==> src/rtl/gate_bist.sv <==
// BIST controller for one 2-input gate: sweeps {A,B}=0..3, settles, samples F against TRUTH.
// Optional GATE_BIST_STOP_ON_FAIL_EN ends the sweep at the first mismatch.
module gate_bist #(
  parameter logic [3:0] TRUTH  = 4'b1000,
  parameter int         SETTLE = 10
) (
  input  logic       clk,
  input  logic       rst_n,
  input  logic       start,
  output logic       A,
  output logic       B,
  input  logic       F,
  output logic       busy,
  output logic       done,
  output logic       pass,
  output logic [2:0] err_cnt,
  output logic [3:0] fail_vec
);

  typedef enum logic [1:0] {S_IDLE, S_DRIVE, S_DONE} state_t;

  localparam logic [7:0] RELOAD = 8'(SETTLE - 1);

  state_t     r_state;
  state_t     w_state_nxt;
  logic [1:0] r_idx;
  logic [7:0] r_cnt;
  logic [2:0] r_err;
  logic [3:0] r_fv;
  logic       r_pass;
  logic       w_sample;
  logic       w_mis;
  logic [2:0] w_err_nxt;

  always_comb begin
    w_state_nxt = r_state;
    w_sample    = 1'b0;
    w_mis       = (F != TRUTH[r_idx]);
    case (r_state)
      S_IDLE:  if (start) w_state_nxt = S_DRIVE;
      S_DRIVE: begin
        if (r_cnt == 8'd0) begin
          w_sample = 1'b1;
          if (r_idx == 2'd3) w_state_nxt = S_DONE;
`ifdef GATE_BIST_STOP_ON_FAIL_EN
          if (w_mis) w_state_nxt = S_DONE;
`endif
        end
      end
      S_DONE:  w_state_nxt = S_IDLE;
      default: w_state_nxt = S_IDLE;
    endcase
    w_err_nxt = r_err + {2'b00, (w_sample && w_mis)};
  end

  always_ff @(posedge clk or negedge rst_n) begin
    if (!rst_n) begin
      r_state <= S_IDLE;
      r_idx   <= 2'd0;
      r_cnt   <= 8'd0;
      r_err   <= 3'd0;
      r_fv    <= 4'd0;
      r_pass  <= 1'b0;
    end else begin
      r_state <= w_state_nxt;
      case (r_state)
        S_IDLE: begin
          if (start) begin
            r_idx  <= 2'd0;
            r_cnt  <= RELOAD;
            r_err  <= 3'd0;
            r_fv   <= 4'd0;
            r_pass <= 1'b0;
          end
        end
        S_DRIVE: begin
          if (!w_sample) begin
            r_cnt <= r_cnt - 8'd1;
          end else begin
            r_err <= w_err_nxt;
            if (w_mis) r_fv[r_idx] <= 1'b1;
            // pass is resolved on the final sampling edge so it is valid alongside done
            if (w_state_nxt == S_DONE) begin
              r_pass <= (w_err_nxt == 3'd0);
            end else begin
              r_idx <= r_idx + 2'd1;
              r_cnt <= RELOAD;
            end
          end
        end
        default: ;
      endcase
    end
  end

  assign busy     = (r_state == S_DRIVE);
  assign done     = (r_state == S_DONE);
  assign A        = busy & r_idx[1];
  assign B        = busy & r_idx[0];
  assign pass     = r_pass;
  assign err_cnt  = r_err;
  assign fail_vec = r_fv;

endmodule

==> config.mk <==
export PLATFORM = sky130hd
export DESIGN_NAME = gate_bist
export DESIGN_NICKNAME = d
export VERILOG_FILES = /design/src/rtl/gate_bist.sv
export SDC_FILE = /design/constraint.sdc
export NUM_CORES = 1
export LEC_CHECK = 0
export ABC_CLOCK_PERIOD_IN_PS = 3000
export CORE_MARGIN = 2
export CORE_UTILIZATION = 52
export DETAILED_ROUTE_END_ITERATION = 16
export GPL_TIMING_DRIVEN = 0
export PLACE_DENSITY = 0.88
export SETUP_SLACK_MARGIN = 0.5
export SKIP_CTS_REPAIR_TIMING = 1
export SLEW_MARGIN = 15
export SYNTH_ARGS = -nofsm -noshare
export SYNTH_HDL_FRONTEND = slang
export SYNTH_SLANG_ARGS = --single-unit
==> constraint.sdc <==
create_clock -name clk -period 3 [get_ports clk]
set_input_delay 0.6 -clock clk [delete_from_list [all_inputs] [get_ports clk]]
set_output_delay 0.6 -clock clk [all_outputs]
set_load 0.01 [all_outputs]
# Word-level counts from Yosys, hierarchy flattened

Cells that the tools add are included.

$add $sub $neg: 3
Magnitude comparators: 2
Eq/ne operators: 11
Muxes and demuxes: 29
Bitwise operators: 3
Reduce and logical (&&, ||, !) cells: 11

Operators by type and width:

| kind                                                        | count |
|---|---|
| two-way mux 8 bit                                           | 3 |
| case mux 8 bit (2 select lines)                             | 1 |
| two-way mux 2 bit                                           | 6 |
| two-way mux 4 bit                                           | 3 |
| AND reduction 4 bit                                         | 3 |
| zero test 8 bit                                             | 1 |
| case mux 2 bit (2 select lines)                             | 2 |
| case mux 4 bit (2 select lines)                             | 1 |
| subtractor 8 x 1 -> 8 bit (second input constant)           | 1 |
| two-way mux 1 bit                                           | 7 |
| equality test 2 bit (second input constant)                 | 3 |
| two-way mux 3 bit                                           | 2 |
| != test 2 x 1 -> 1 bit (second input constant)              | 3 |
| case mux 3 bit (2 select lines)                             | 1 |
| AND reduction 3 bit                                         | 2 |
| != test 2 bit (second input constant)                       | 2 |
| OR 4 bit                                                    | 1 |
| adder 3 x 1 -> 3 bit                                        | 1 |
| zero test 3 bit                                             | 1 |
| less-than comparator 2 x 3 -> 1 bit (second input constant) | 1 |
| != test 3 bit (second input constant)                       | 1 |
| adder 2 x 1 -> 2 bit (second input constant)                | 1 |
| bitwise AND 1 bit                                           | 2 |
| binary-select mux 1 bit (select 2 bit)                      | 1 |
| 8 further kinds                                             | 9 |

Bits in registers: 20
Input port bits: 4
Output and inout port bits: 12
Word-level logic and storage cells: 65

# Logic depth before layout (Yosys ltp)

Gate-level depths: netlist (run 1).

Depth in word-level cells: 9
Gate-level depth with buffers: 10

# Least setup slack after synthesis (run 1)

No wires, ideal clock.

Kind: flip-flop to flip-flop
Start point: register r_cnt[0]
End point: register r_pass, in the netlist pass
Arrival: 2,435 ps
Slack: 474 ps
Stages on the path, launching flop included: 10
Buffers on the path: 1
Clock period less this slack: 2,526 ps
Path through: dfrtp_1 inv_1 ha_1 or3b_1 clkbuf_1 nor4_2 ha_1 ha_1 or3_1 o31ai_2

Word-level cells in the longest chain between the ends: 9
Elaborated cells between the ends (all ways): 15

Ends and longest elaborated chain:

| element                         | RTL line | source |
|---|---|---|
| start: declaration              | 27       | `logic [7:0] r_cnt;` |
| start signal: assignment        | 78       | `r_cnt <= r_cnt - 8'd1;` |
| zero test 8 bit *               | 42       | `if (r_cnt == 8'd0) begin` |
| two-way mux 1 bit               | 42       |  |
| two-way mux 1 bit               | 39       | `case (r_state)` |
| logical AND 1 bit               | 53       | `w_err_nxt = r_err + {2'b00, (w_sample && w_mis)};` |
| adder 3 x 1 -> 3 bit            | 53       |  |
| zero test 3 bit                 | 84       | `r_pass <= (w_err_nxt == 3'd0);` |
| two-way mux 1 bit               | 83       | `if (w_state_nxt == S_DONE) begin` |
| two-way mux 1 bit               | 77       | `if (!w_sample) begin` |
| case mux 1 bit (2 select lines) | 66       | `case (r_state)` |
| end signal: assignment          | 84       |  |
| end: declaration                | 30       | `logic r_pass;` |

Mark *: on every way between the ends. The rest lies on a longest branch, timed or not. The select of a mux whose other input is x is not followed.
A chain may end at the register's enable or synchronous reset.

# Worst setup path after layout (run 1)

Same ends and word-level chain as after synthesis.

==> summary.md, run 1 <==
| Metric | Value |
|---|---|
| Max Cap Viol | 0 |
| Slowest stage cell on the critical path | dfrtp_1 |
| Wire per inst | between 15 and 20 µm |
| Min setup slack post-route | 486 ps |
| Min-delay src | fail_vec[3] |
| Synth area leaders | dfrtp_1 (47%), ha_1 (8.2%), inv_1 (3.9%), nor2_1 (3.9%), nand2_1 (3.5%) |
| Initial Util | 0.551 |
| Largest net degree at the start of global routing | 21 |
| Setup tns final | 0 ps |
| Fin cells | 164 |
| Clock root buffer master | clkbuf_4 |
| P per Cell Area | 885 nW/µm² |
| Sink Count | 20 |
| Fin area | 1360 µm² |
| # DRC | 0 |
| Slew Limit Fails | 0 |
| Worst skew pair latency | ~300 ps |
| Post-Synthesis Net Count | 126 |
| VDD IR-drop max | 0.611 mV |
| Clk buf depth | 2 |
| Final worst-path cycle share | 0.838 |
| DR vias/cell | roughly 5.7 |
| Synth-to-layout area growth | 27.3% |
| Worst Tran Pin Value | 935 ps |
| Cell area after placement | roughly 1300 µm² |
| Htree depth | 1 |
| Synth Register Bits | 20 |
| Final Hold Vio Count | 0 |
| Leakage | 0.631 nW |
| Area of the core | 1940 µm² |
| Row cnt | 16 |
| GRT Util Overall | 0.194 |
| DIE AREA | 2440 µm² |
| TritonCTS clock tree | built |
| Fill count | 159 |
| PortBufs | 15 |
| First-pass GRT wire length | 3620 µm |
| Top-area cell type share of the netlist area | 0.468 |
| Post-Place Cells | 157 |
| CTS buffer count | 3 |
| Status | completed |
| ANT nets after route | 0 |
| Biggest fanout along the worst timing path | 6 |
| Post-synth cell types | 32 |
| Power Total | 0.00120 W |
| Max incr delay on CP | approximately 400 ps |
| DR pass1 iterations | 4 |
| Net count of the finished layout | between 100 and 150 |
| Die height | between 40 and 50 µm |
| Critical path cell sequence | inv_2, ha_2, or3b_4, buf_6, nor4_4, ha_2, ha_4, or3_4, o31ai_2 |
| DRT Wirelength | 2500 µm |
| Remaining Overflow, GRT | 0 |
| CP startpoint | r_cnt[0] |
| Top cell type by total area after synthesis | dfrtp_1 |
| Sequential fraction of the synthesis area | 0.468 |
| Ports | 16 |
| HP Class | register to register |
| Max Fclk | 0.398 GHz |
| Share of layout cells above drive strength 1 | 0.175 |
| Worst path most repeated cell | ha_2 |
| Reg clk slew, reported paths | 120 ps |
| DR iter-0 viols | 20 |
| Crit path DAT | 2740 ps |
| RR Startpoint | r_cnt[0] |
| Vias in the first global route | 858 |
| Vias | 941 |
| Clk_skew | about 11 ps |
| ANT cells | 0 |
| Antenna violations before repair | 0 |
| RSZ-0062 raised after global routing | true |
| Crit path launch type | register |
| Setup violators final | 0 |
| Pre-CTS WS | 154 ps |
| Synth Area per Inst | a little over 9 µm² |
| Netlist Area Pre-Place | 1070 µm² |
| Req. time, crit path | roughly 3200 ps |
| Die width | 49.4 µm |
| Routability Congestion | 0.831 |
| Relative slew slack | 0.375 |
| Syn Inst Count | 115 |
| Crit. End Element | register |
| Post-route minimum period | 2510 ps |
| Crit Path Class | register to register |
| Yosys warnings | 0 |
| DP HPWL | roughly 1700 µm |
where the power goes:
part	switching (W)	leakage, nW	internal [W]
Clock	0.0000843	0.0210	0.0000740
Sequential	0.0000979	0.250	0.000367
Combinational	0.000304	0.360	0.000278
Total	0.000486	0.631	0.000719
cells in the final DEF, fill, tap and decap left out, types with 2 or more instances in the layout:
master           netlist  routed
nor3b_1                2       2
inv_2                  1       4
a31oi_1                3       3
mux2i_1                2       2
dfrtp_1               20      20
o21ai_1                2       2
clkdlybuf4s50_1        0      14
buf_4                  0       3
nor2b_1                4       4
o31ai_1                4       4
clkbuf_4               0       4
nor2_1                11      11
a21oi_1                6       6
nor3_1                 5       5
a211o_1                2       2
o22ai_1                2       2
ha_1                   7       4
ha_2                   0       2
and3_1                 2       2
inv_1                 11       8
nand2_1               10      10
nand3_1                5       5
layout make-up:
type / count / area [µm²] / area share
inverters: 12 / 45.0 / 0.0331
repair buffers: 18 / 175 / 0.129
flip-flops and latches: 20 / 500 / 0.368
clock buffers: 4 / 36.3 / 0.0267
well taps: 27 / 33.8 / 0.0248
multi-input cells: 79 / 542 / 0.398
plain buffers: 4 / 28.8 / 0.0211
worst max-delay path, delay by kind of cell, from the launching register on:
kind / cells / cell delay, ps
buffers and inverters: 2 / 200
flip-flops: 1 / 400
AO/OA/AOI/OAI: 1 / 180
adder cells (fa/ha/maj): 3 / 650
AND/OR/NAND/NOR: 3 / 1020
logic make-up (layout without fill, tap and decap cells):
logic type	after synthesis	in the layout	synth area share
AOI/OAI and AO/OA	22	22	0.136
muxes	2	2	0.0187
buffers and inverters	16	38	0.0573
DFF	20	20	0.468
and+or+nand+nor	47	47	0.230
xor gates and xnor gates	1	1	0.00819
adders and majority gates	7	7	0.0819
state kept, by name, indices dropped and copies added, names as in the netlist:
register and cells:
r_cnt 8, fail_vec 4, r_state 2, r_idx 2
err_cnt 3, pass 1
cells in the mapped netlist, drive strengths merged:
cell    count
a211o       2
a21oi       6
a31o        1
a31oi       3
and3        2
buf         1
clkbuf      3
dfrtp      20
ha          7
inv        12
mux2i       2
nand2      10
nand2b      1
nand3       5
nand4       1
nor2       11
nor2b       4
nor3        5
nor3b       2
nor4        2
o21ai       3
o22ai       2
o31ai       5
or3         1
or3b        1
or4         2
xnor2       1
per-stage QoR:
| step | utilization | hold slack (ps) |
|---|---|---|
| after detailed placement | 0.646 | 485 |
| after global routing | 0.701 | 548 |
| final | 0.701 | 506 |
| after global placement | 0.646 | 473 |
| after floorplan | - | 304 |
| after CTS | 0.664 | 512 |
final timing paths:
| check | slack, ps | cells past startpoint | end |
|---|---|---|---|
| max | 490 | 9 | pass |
| min | 510 | 2 | fail_vec[3] |
| max reg2reg | 490 | 9 | pass |
| min reg2reg | 510 | 2 | fail_vec[3] |
| max in group asynchronous | 1620 | 1 | r_cnt[2] |
| min in group asynchronous | 800 | 1 | fail_vec[0] |
routing by layer:
metal	up-vias	track usage	part of all wire
met3	10	0.0276	0.045
li1	447	-	-
met2	35	0.369	0.52
met5	-	0	0
met1	449	0.213	0.40
met4	0	0.0714	0.036
No activity file was read; power rests on OpenSTA's default activity.
==> inputs of run 2 (changes only) <==
--- a/config.mk
+++ b/config.mk
@@ -5,7 +5,7 @@
 export SDC_FILE = /design/constraint.sdc
 export NUM_CORES = 1
 export LEC_CHECK = 0
-export ABC_CLOCK_PERIOD_IN_PS = 3000
+export ABC_CLOCK_PERIOD_IN_PS = 2540
 export CORE_MARGIN = 2
 export CORE_UTILIZATION = 52
 export DETAILED_ROUTE_END_ITERATION = 16
==> constraint.sdc (replaced) <==
create_clock -name clk -period 2.54 [get_ports clk]
set_input_delay 0.508 -clock clk [delete_from_list [all_inputs] [get_ports clk]]
set_output_delay 0.508 -clock clk [all_outputs]
set_load 0.01 [all_outputs]
==> run 2 against run 1 <==
  * Register-to-register slack worse by 360 ps
  * Sequential power is 18% higher
  * Sequential share of layout area is 1.1 points lower
  * Highest routed layer unchanged
  * Critical endpoint is now busy
  * Hold slack worse by 6.4 ps
==> summary.md, run 2 (synthesis gave the netlist of run 1 again) <==
| Metric | Value |
|---|---|
| Fin cells | 165 (+0.61%) |
| Clk buf depth | 2 (unchanged) |
| Crit. End Element | output port |
| Vias in the first global route | 903 (+5.2%) |
| Top reg by flops | r_cnt |
| GRT Util Overall | 0.214 (+0.0200) |
| Remaining Overflow, GRT | 0 (unchanged) |
| Max Fclk | roughly 0.41 GHz |
| Final worst-path cycle share | 0.952 |
| Setup violators final | 0 (unchanged) |
| Biggest fanout along the worst timing path | 10 (+4) |
| Worst skew pair latency | 300 ps (about the same) |
| VDD IR-drop max | 0.718 mV (+17%) |
| Row cnt | 16 (unchanged) |
| Share of layout cells above drive strength 1 | 0.210 (+0.0350) |
| CP delay by family, top | buffers and inverters |
| Initial Util | 0.551 (unchanged) |
| M1 WL | 996 µm (+0.91%) |
| DRT Wirelength | 2330 µm (-6.7%) |
| Status | completed |
| Relative slew slack | 0.433 (+0.0581) |
| Largest net degree at the start of global routing | 21 (unchanged) |
| Fill count | 146 (-8.2%) |
| Post-route minimum period | approximately 2400 ps |
| Util after Layout | 0.724 (+0.0226) |
| CTS buffer count | 3 (unchanged) |
| HP Class | register to register |
| ANT nets after route | 0 (unchanged) |
| Die width | 49.4 µm (unchanged) |
| RSZ-0062 raised after global routing | true |
| Synth-to-layout area growth | 31.3% |
| Antenna violations before repair | 0 (unchanged) |
| Worst path buffer plus inverter count | 4 (+2) |
| Crit path launch type | register |
| Setup tns final | 0 ps (unchanged) |
| Max Cap Viol | 0 (unchanged) |
| Wire per inst | 14.1 µm (-7.3%) |
| Req. time, crit path | 2030 ps (-1200 ps) |
| DR pass1 iterations | 4 (unchanged) |
| Net count of the finished layout | 150 (+0.67%) |
| Post-Place Cells | 157 (unchanged) |
| Crit Path Class | register to output port |
| Final Hold Vio Count | 0 (unchanged) |
| Hold Slack | 499 ps (-6.40 ps) |
| Ports | 16 (unchanged) |
| Min-delay src | fail_vec[3] |
| Worst Tran Pin Value | 848 ps (-86.8 ps) |
| Fin area | 1410 µm² (+3.2%) |
| PortBufs | 15 (unchanged) |
| Cell area after placement | 1290 µm² (+3.1%) |
| P per Cell Area | 1030 nW/µm² (+17%) |
| CP startpoint | r_state[1] |
| First-pass GRT wire length | 4080 µm (+13%) |
| Sink Count | 20 (unchanged) |
| Leakage | 0.673 nW (+6.6%) |
| Die height | 49.4 µm (unchanged) |
| DIE AREA | 2440 µm² (unchanged) |
| Met3 wire length | 97 µm (-13%) |
| DR top layer | met4 |
| Clk_skew | 8.11 ps (-3.04 ps) |
| RR Startpoint | r_cnt[1] |
| Slowest stage cell on the critical path | clkdlybuf4s50_1 |
| # DRC | 0 (unchanged) |
| Routed met2 length | 1220 µm (-6.6%) |
| Most frequent cells in the layout | dfrtp_1 (20), clkdlybuf4s50_1 (13), nor2_1 (10), nand2_1 (10), inv_1 (8) |
| DR iter-0 viols | 17 (-15%) |
| Routability Congestion | 0.812 (-2.3%) |
| Slew Limit Fails | 0 (unchanged) |
| DP HPWL | 1730 µm (-0.75%) |
| Crit path DAT | 1910 ps (-830 ps) |
| ANT cells | 0 (unchanged) |
| Vias | 907 (-3.6%) |
| Reg clk slew, reported paths | 120 ps (about the same) |
| Commonest non-fill, non-tap cell in the layout | dfrtp_1 |
| TritonCTS clock tree | built |
| Clock root buffer master | clkbuf_4 |
| Max incr delay on CP | 550 ps (+150 ps) |
| DR vias/cell | 5.50 (-4.2%) |
| Largest register FFs | 8 (unchanged) |
| Htree depth | 1 (unchanged) |
| Critical path cell sequence | nand2b_1, buf_2, inv_2, clkbuf_4, clkdlybuf4s50_1 |
| Area of the core | 1940 µm² (unchanged) |
-- run 2: worst paths after layout --
| check | to | slack, ps | depth (start not counted) |
|---|---|---|---|
| hold / removal | fail_vec[3] | 500 | 2 |
| hold reg to reg | fail_vec[3] | 500 | 2 |
| setup / recovery | busy | 120 | 5 |
| setup reg to reg | pass | 130 | 9 |
| max in group asynchronous | fail_vec[3] | 1330 | 1 |
| min in group asynchronous | r_state[1] | 680 | 1 |
-- run 2: layout make-up --
class,count,area (µm²),area share
timing repair buffer,19,185,0.132
multi-input combinational,79,569,0.405
buffer,4,35.0,0.0249
clock buffer,4,36.3,0.0258
sequential,20,500,0.356
inverter,12,45.0,0.0321
tap,27,33.8,0.0240
-- run 2: per-layer routing --
| metal | up-vias | GRT usage |
|---|---|---|
| met2 | 24 | 0.381 |
| li1 | 448 | - |
| met5 | - | 0 |
| met1 | 433 | 0.272 |
| met3 | 2 | 0.0276 |
| met4 | 0 | 0.0524 |
-- run 2: worst register-to-register path, stage by stage (launching register included) --
cell	delay (ps)
dfrtp_1	400
inv_2	80
ha_4	140
or3b_4	370
buf_6	130
nor4_4	240
ha_2	250
ha_4	200
or3_4	360
o31ai_2	170
-- run 2: stage by stage --
step           setup slack, ps  power, W
6_report                   121   0.00145
2_1_floorplan              190  0.000961
3_5_place_dp             -37.4   0.00120
5_1_grt                   41.5   0.00158
4_1_cts                   -208   0.00138
3_3_place_gp             -25.8   0.00115
-- run 2: power by group --
part | internal [W] | switching, W | leakage [nW] | total, W
Clock | 0.0000873 | 0.0000968 | 0.0210 | 0.000184
Sequential | 0.000433 | 0.000114 | 0.250 | 0.000547
Combinational | 0.000352 | 0.000369 | 0.402 | 0.000721
==> inputs of run 3 (changes only) <==
--- a/config.mk
+++ b/config.mk
@@ -5,12 +5,12 @@
 export SDC_FILE = /design/constraint.sdc
 export NUM_CORES = 1
 export LEC_CHECK = 0
-export ABC_CLOCK_PERIOD_IN_PS = 2540
+export ABC_CLOCK_PERIOD_IN_PS = 3100
 export CORE_MARGIN = 2
-export CORE_UTILIZATION = 52
+export CORE_UTILIZATION = 40
 export DETAILED_ROUTE_END_ITERATION = 16
 export GPL_TIMING_DRIVEN = 0
-export PLACE_DENSITY = 0.88
+export PLACE_DENSITY = 0.73
 export SETUP_SLACK_MARGIN = 0.5
 export SKIP_CTS_REPAIR_TIMING = 1
 export SLEW_MARGIN = 15
==> constraint.sdc (replaced) <==
create_clock -name clk -period 3.1 [get_ports clk]
set_input_delay 0.62 -clock clk [delete_from_list [all_inputs] [get_ports clk]]
set_output_delay 0.62 -clock clk [all_outputs]
set_load 0.01 [all_outputs]
==> run 3 against run 2 <==
  * Setup slack improved by 380 ps
  * Register-to-register slack improved by 380 ps
  * Via count increased by 1.1%
  * Largest power group unchanged
  * Clock power increased by 18%
  * Global-route usage decreased by 6.6 points
  * Non-clock buffer count decreased by 1
==> summary.md, run 3 (synthesis gave the netlist of run 1 again) <==
| Metric | Value |
|---|---|
| Wire per inst | 13.5 µm (-4.4%) |
| TritonCTS clock tree | built |
| Worst path depth | 7 (+2) |
| Register share of total power | 0.368 (-0.009) |
| DR pass1 iterations | 4 (unchanged) |
| Combinational Power Share | 0.449 (-0.047) |
| Crit path launch type | register |
| Synth-to-layout area growth | 27.1% |
| Reg clk slew, reported paths | 120 ps (about the same) |
| Initial Util | 0.428 (-0.123) |
| Final worst-path cycle share | 0.837 |
| Die width | 55.7 µm (+13%) |
| HP Class | register to register |
| R2r setup slk | 510 ps (+380 ps) |
| Vias | 917 (+1.1%) |
| Max incr delay on CP | 540 ps (about the same) |
| Post-route minimum period | 2590 ps |
| Sink Count | 20 (unchanged) |
| DP HPWL | 1680 µm (-2.9%) |
| Clk buf depth | 2 (unchanged) |
| Switching Share | 0.379 (-0.0201) |
| Worst r2r path cells | 7 (-2) |
| Top reg by flops | r_cnt |
| Crit. End Element | register |
| CTS buffer count | 3 (unchanged) |
| GRT Util Overall | 0.148 (-0.0658) |
| CP startpoint | r_cnt[4] |
| Critical path endpoint | pass |
| Clk_skew | 10.6 ps (+2.52 ps) |
| Final Hold Vio Count | 0 (unchanged) |
| Remaining Overflow, GRT | 0 (unchanged) |
| Setup tns final | 0 ps (unchanged) |
| Crit path DAT | 2830 ps (+920 ps) |
| ANT cells | 0 (unchanged) |
| Hold Slack | 498 ps (-0.845 ps) |
| Share of layout cells above drive strength 1 | 0.146 (-0.0642) |
| Clock share of power | 0.182 (+0.055) |
| First-pass GRT wire length | 3690 µm (-9.6%) |
| Most frequent cells in the layout | dfrtp_1 (20), clkdlybuf4s50_1 (14), nor2_1 (11) |
| RR Startpoint | r_cnt[4] |
| Internal | 0.000741 W (-15%) |
| Net count of the finished layout | 149 (-0.67%) |
| Routability Congestion | 0.836 (+3.0%) |
| Max Fclk | between 0.3 and 0.4 GHz |
| Row cnt | 18 (+2) |
| Critical path cell sequence | or4_1, buf_4, nor4_4, ha_2, ha_1, or3_1, o31ai_2 |
| Crit Path Class | register to register |
| Commonest non-fill, non-tap cell in the layout | dfrtp_1 |
| Power Total | 0.00119 W (-18%) |
| Clock root buffer master | clkbuf_4 |
| Worst Tran Pin Value | 913 ps (+65.1 ps) |
| Antenna violations before repair | 0 (unchanged) |
| Worst skew pair latency | 310 ps (about the same) |
| Slew Limit Fails | 0 (unchanged) |
| Relative slew slack | 0.390 (-0.0436) |
| PortBufs | 15 (unchanged) |
| ANT nets after route | 0 (unchanged) |
| DIE AREA | 3100 µm² (+27%) |
| Slowest stage cell on the critical path | or4_1 |
| Worst path buffer plus inverter count | 1 (-3) |
| Vias in the first global route | 831 (-8.0%) |
| Area of the core | 2500 µm² (+29%) |
| Largest net degree at the start of global routing | 21 (unchanged) |
| Htree depth | 1 (unchanged) |
| Switching power | 0.000452 W (-22%) |
| # DRC | 0 (unchanged) |
| RSZ-0062 raised after global routing | true |
| P per Cell Area | 877 nW/µm² (-15%) |
| DR vias/cell | 5.49 (-0.11%) |
| DR iter-0 viols | 26 (+9) |
| Status | completed |
| Largest register FFs | 8 (unchanged) |
| Setup violators final | 0 (unchanged) |
| Req. time, crit path | 3330 ps (+1300 ps) |
| Biggest fanout along the worst timing path | 8 (-2) |
| Ports | 16 (unchanged) |
| VDD IR-drop max | 0.546 mV (-24%) |
| Max Cap Viol | 0 (unchanged) |
| Die height | 55.7 µm (+13%) |
| Leakage | 0.640 nW (-4.9%) |
| DRT Wirelength | 2260 µm (-3.3%) |
| CP delay by family, top | simple AND/OR/NAND/NOR gates |
| Reg-to-reg endpoint | pass |
## run 3: tightest hold or removal path: cells and delay by family, from the launching register on
family          cells  cell delay (ps)
simple gates        1               50
flops               1              360
compound gates      1               60
## run 3: per-layer routing
layer,vias up,global-route usage,share of wire
li1,450,-,-
met1,445,0.173,0.43
met2,20,0.270,0.51
met3,2,0.0512,0.051
met4,0,0.0105,0.010
met5,-,0,0
## run 3: power groups by stage
| stage | logic [W] | registers [W] | clock network (W) |
|---|---|---|---|
| 3_3_place_gp | 0.000481 | 0.000438 | 0 |
| 2_1_floorplan | 0.000319 | 0.000441 | 0 |
| 3_5_place_dp | 0.000504 | 0.000442 | 0 |
| 6_report | 0.000536 | 0.000439 | 0.000218 |
| 4_1_cts | 0.000503 | 0.000439 | 0.000224 |
| 5_1_grt | 0.000599 | 0.000452 | 0.000235 |
## run 3: stage by stage
stage               instances  setup slack [ps]  cell area, µm²  utilization
floorplan                 115               574            1070            -
global placement          160               344            1260        0.503
detailed placement        160               243            1260        0.503
CTS                       164               215            1310        0.524
global route              167               416            1360        0.544
finish                    167               505            1360        0.544
## run 3: final cells by class
cell class / count / area (µm²)
sequential: 20 / 500
fill: 233 / 1140
buffer: 4 / 27.5
clock buffer: 3 / 22.5
multi-input combinational: 79 / 522
tap: 30 / 37.5
timing repair buffer: 18 / 175
inverter: 12 / 45.0
clock inverter: 1 / 30.0
## run 3: worst min-delay path by stage
stage,start,end,depth (start not counted)
finish,fail_vec[3],fail_vec[3],2
floorplan,rst_n,err_cnt[0],0
detailed placement,fail_vec[3],fail_vec[3],2
global route,fail_vec[1],fail_vec[1],2
CTS,fail_vec[3],fail_vec[3],2
global placement,fail_vec[3],fail_vec[3],2
